**config.mk**
```make
export PLATFORM = sky130hd
export DESIGN_NAME = pipe_stall_ctrl
export DESIGN_NICKNAME = d
export VERILOG_FILES = /design/src/rtl/pipe_stall_ctrl.sv
export SDC_FILE = /design/constraint.sdc
export NUM_CORES = 1
export LEC_CHECK = 0
export CORE_MARGIN = 8
export CORE_UTILIZATION = 36
export CTS_CLUSTER_SIZE = 8
export DETAILED_ROUTE_END_ITERATION = 12
export MAX_ROUTING_LAYER = met4
export PLACE_DENSITY = 0.81
export SYNTH_ARGS = -nofsm -noshare
export SYNTH_HDL_FRONTEND = slang
export SYNTH_SLANG_ARGS = --single-unit
export TNS_END_PERCENT = 5
```
**constraint.sdc**
```tcl
create_clock -name clk -period 2.2 [get_ports clk]
set_clock_uncertainty 0.05 [all_clocks]
set_input_delay 0.22 -clock clk [delete_from_list [all_inputs] [get_ports clk]]
set_output_delay 0.22 -clock clk [all_outputs]
set_load 0.02 [all_outputs]
```
**src/rtl/pipe_stall_ctrl.sv**
```systemverilog
// Stall/bubble sequencer between decode and execute: load-use hazards and multi-cycle EX ops.
// Optional macro STALL_STATS_EN enables the saturating stall_cycles counter.
module pipe_stall_ctrl #(
  parameter int          CNT_W    = 6,
  parameter logic [4:0]  ZERO_REG = 5'd0
) (
  input  logic             clk,
  input  logic             rst,
  input  logic             reg1_read_enabler,
  input  logic [4:0]       reg1_addr_output,
  input  logic             reg2_read_enabler,
  input  logic [4:0]       reg2_addr_output,
  input  logic             execute_WriteOrNot,
  input  logic [4:0]       execute_DestAddr,
  input  logic             execute_IsLoad,
  input  logic             flush,
  input  logic             ex_mc_start,
  input  logic [CNT_W-1:0] ex_mc_len,
  output logic [5:0]       stall,
  output logic             id_bubble,
  output logic             mem_bubble,
  output logic             ex_busy,
  output logic             proto_err,
  output logic [31:0]      stall_cycles
);

  typedef enum logic {RUN = 1'b0, MC_BUSY = 1'b1} state_t;

  localparam logic [5:0] STALL_MC = 6'b001111;
  localparam logic [5:0] STALL_HZ = 6'b000111;

  state_t           state;
  logic [CNT_W-1:0] cnt;
  logic             proto_err_q;
  logic             hz;
  logic             mc_go;

  // A load result only exists after MEM, so a matching ID read must wait one cycle.
  assign hz = execute_IsLoad & execute_WriteOrNot & (execute_DestAddr != ZERO_REG) &
              ((reg1_read_enabler & (reg1_addr_output == execute_DestAddr)) |
               (reg2_read_enabler & (reg2_addr_output == execute_DestAddr)));

  assign mc_go = ex_mc_start & (ex_mc_len >= CNT_W'(2));

  always_comb begin
    stall      = 6'b000000;
    id_bubble  = 1'b0;
    mem_bubble = 1'b0;
    ex_busy    = 1'b0;
    if (rst || flush) begin
      stall = 6'b000000;
    end else if (state == MC_BUSY || mc_go) begin
      stall      = STALL_MC;
      mem_bubble = 1'b1;
      ex_busy    = 1'b1;
    end else if (hz) begin
      stall     = STALL_HZ;
      id_bubble = 1'b1;
    end
  end

  // The start cycle covers one EX cycle and the ex_mc_len==2 case needs no busy state,
  // hence cnt is loaded with len-3 and MC_BUSY exits when it reads zero.
  always_ff @(posedge clk) begin
    if (rst) begin
      state       <= RUN;
      cnt         <= '0;
      proto_err_q <= 1'b0;
    end else if (flush) begin
      state <= RUN;
      cnt   <= '0;
    end else if (state == MC_BUSY) begin
      if (ex_mc_start) proto_err_q <= 1'b1;
      if (cnt == '0) state <= RUN;
      else           cnt   <= cnt - CNT_W'(1);
    end else if (mc_go && ex_mc_len != CNT_W'(2)) begin
      state <= MC_BUSY;
      cnt   <= ex_mc_len - CNT_W'(3);
    end
  end

  assign proto_err = proto_err_q & ~rst;

`ifdef STALL_STATS_EN
  logic [31:0] stall_cycles_q;

  always_ff @(posedge clk) begin
    if (rst) begin
      stall_cycles_q <= '0;
    end else if (stall != 6'b000000 && stall_cycles_q != 32'hFFFF_FFFF) begin
      stall_cycles_q <= stall_cycles_q + 32'd1;
    end
  end

  assign stall_cycles = rst ? 32'd0 : stall_cycles_q;
`else
  assign stall_cycles = 32'd0;
`endif

endmodule

```
==> impl_metrics.json <==
{
  "drc": 0,
  "syn_avg_cell_area_um2": 7.815,
  "critPathArrivalTime_ps": 1890,
  "p_sw_uw": 194.3,
  "p_int_uw": 321.3,
  "dpl.hpwl_um": 2264,
  "p_per_area_nw_per_um2": 371.2,
  "yosysWarnings": 0,
  "end_kind": "output port",
  "min_period_over_period": 0.9808,
  "path_buf_inv": 2,
  "pwr-share-comb": 0.466,
  "r2r-end": "cnt[3]$_SDFFE_PN0P_",
  "grt_pass1_vias": 1055,
  "clk_pin_slew_ps": 60,
  "p_clk_frac": 0.228,
  "firstDrtPassIters": 4,
  "crit_chain": "dlygate4sd2_1, or4_4, or3_4, a21oi_4, nor2_1, clkdlybuf4s15_2",
  "dp_cells": 207,
  "antenna_left": 0,
  "start_util": 0.3798,
  "grt_pass1_wl_um": 4250,
  "rows": 19,
  "fin_area_um2": 1389,
  "relSlewSlack": 0.6002,
  "synthArstFlopShare": 0,
  "slew_viol_final": 0,
  "htreeDepth": 1,
  "stdcell_count": 210,
  "cts_buffers": 3,
  "portBuffers": 36,
  "ys_ff_latch": 8,
  "postPlaceCellArea_um2": 1379,
  "p_total_uw": 515.6,
  "cp_max_fo": 3,
  "synth-edff-count": 0,
  "fp.dieH_um": 69.94,
  "io_pins": 71,
  "yosysSeqAreaShare": 0.1529,
  "setup_tns_ps": 0,
  "rrSetupSlack_ps": 150,
  "grt_max_degree": 20,
  "wl_um": 2615,
  "hold_path.class": "reg -> reg",
  "ir_worst_vdd_uv": 235.6,
  "whs_endpoint": "cnt[1]$_SDFFE_PN0P_",
  "netlist_instances": 134,
  "drtIter0Drc": 37,
  "die_w_um": 69.94,
  "overflow": 0,
  "run_status": "completed",
  "cts_tree": "built",
  "worstSetupPathType": "in -> out",
  "clockBufferDepth": 2,
  "synth_top_area_share": 0.2724,
  "vias": 990,
  "synth_largest_area_cell": "buf_4",
  "finalHoldViolCount": 0,
  "design.die.area_um2": 4891,
  "cp_data_required_time_ps": 1930,
  "cp-start-kind": "input pin",
  "crit_family": "simple AND/OR/NAND/NOR gates",
  "r2r_cells": 6,
  "diodes": 0,
  "slowest_delay_ps": 540,
  "min_period_ps": 2158,
  "synth.cell_area_um2": 1047,
  "grt_util_all_layers": 0.1041,
  "setup_viol": 0,
  "ctsRootBufferMaster": "clkbuf_4",
  "reg2reg_from": "cnt[0]$_SDFFE_PN0P_",
  "sw_frac_of_total": 0.3769,
  "vias_per_cell": 4.714,
  "area_growth_syn_to_layout_pct": 32.62,
  "whs_ps": 445.8,
  "cp_slowest_cell": "or4_4",
  "gp_congestion": 0.9215,
  "hold_depth": 2,
  "insertion_delay_ps": 260,
  "wl_per_cell_um": 12.45,
  "nNetsFinal": 213,
  "layout-drive-gt1-share": 0.1844,
  "hold_start": "cnt[1]$_SDFFE_PN0P_",
  "coreArea_um2": 2758,
  "fmax_ghz": 0.4634,
  "maxCapViolations": 0,
  "ys.flop_type": "dfxtp_1",
  "cts_sinks": 8,
  "postCtsSetupBuffers": 0,
  "total_leakage_power_uw": 0.0005981,
  "ys_types": 43,
  "antenna_found_initial": 0,
  "synthTopCellsByArea": "buf_4, dfxtp_1, xor2_1",
  "worst-slew-pin-transition_ps": 584.5,
  "p_seq_frac": 0.305,
  "cts_hold_buf": 0
}
==> logic make-up after synthesis <==
group,Yosys count,synth area share
xor gates and xnor gates,13,0.1087
and+or+nand+nor,33,0.1959
muxes,2,0.01912
other,1,0.003581
buffers and inverters,45,0.2975
DFF,8,0.1529
adders and majority gates,3,0.03585
AOI/OAI and AO/OA,29,0.1864
==> power groups by stage <==
| stage | combinational, µW | clock, µW | sequential (µW) |
|---|---|---|---|
| final | 240 | 118 | 157 |
| after global routing | 260 | 129 | 158 |
| after CTS | 237 | 118 | 157 |
| after detailed placement | 242 | 0 | 160 |
| after global placement | 240 | 0 | 160 |
| after floorplan | 190 | 0 | 158 |
==> worst max path at each step <==
| stage | slack, ps | depth (start not counted) | startpoint | end |
|---|---|---|---|---|
| 2_1_floorplan | 250 | 5 | ex_mc_len[2] | stall[1] |
| 3_5_place_dp | -570 | 6 | ex_mc_len[2] | id_bubble |
| 4_1_cts | 30 | 6 | ex_mc_len[5] | id_bubble |
| 6_report | 40 | 6 | ex_mc_len[5] | mem_bubble |
| 5_1_grt | -10 | 6 | ex_mc_len[5] | id_bubble |
| 3_3_place_gp | -570 | 6 | ex_mc_len[2] | id_bubble |
==> cells in the final DEF (no fill, tap or decap), types with 2 or more instances in the layout <==
cell type and count:
buf_4 15, xnor2_1 3, dlygate4sd2_1 4, ha_1 3
nand2_1 5, o22ai_1 3, buf_2 4, a21oi_1 7
nor2_1 4, clkdlybuf4s50_1 25, or2_2 2, o21ai_0 5
clkbuf_4 3, o31ai_1 2, inv_1 4, clkdlybuf4s15_2 2
o21ai_1 2, conb_1 34, dfxtp_1 8, nor4_1 3
nor2b_1 4, xor2_1 10, mux2i_1 2
==> per-layer routing <==
layer,global-route usage,wire (µm),part of all wire,up-vias
met3,0.04944,180,0.069,2
li1,-,-,-,490
met5,-,0,0,-
met4,0.02009,13,0.0050,0
met2,0.1746,1276,0.49,50
met1,0.1098,1144,0.44,448
==> sequential cells by signal, summed over array words and instances, names as in the netlist <==
signal	count
proto_err_q	1
cnt	6
state	1
==> cells in the mapped netlist, drive strengths merged, types with 3 or more instances <==
cell / number
dfxtp: 8
xnor2: 3
buf: 38
nand2: 5
xor2: 10
nor2b: 4
inv: 4
a21oi: 8
o21ai: 7
clkbuf: 3
o22ai: 3
ha: 3
nor4: 3
nor2: 4
==> repair_timing <==
| action | in CTS | in global routing |
|---|---|---|
| endpoints found under the setup margin | 7 | 3 |
| pin swaps | 3 | 0 |
| resized for setup | 32 | 1 |
==> worst min-delay path, cell delays in order (launching register included) <==
cell,delay [ps]
dfxtp_1,330
nand3_1,70
a21oi_1,50
==> metrics by stage <==
stage            util  setup slack (ps)
6_report       0.5036             42.22
5_1_grt        0.5036            -13.82
4_1_cts        0.5009             26.31
3_5_place_dp   0.5000            -568.5
3_3_place_gp   0.5000            -568.9
2_1_floorplan       -             252.5
==> final cells by class <==
class	instances	area, µm²
fill	284	1369
multi-input combinational	114	711.9
timing repair buffer	50	440.4
sequential	8	160.2
tap	31	38.79
clock buffer	3	22.52
inverter	4	15.01
Power figures use the tool's default switching activity.
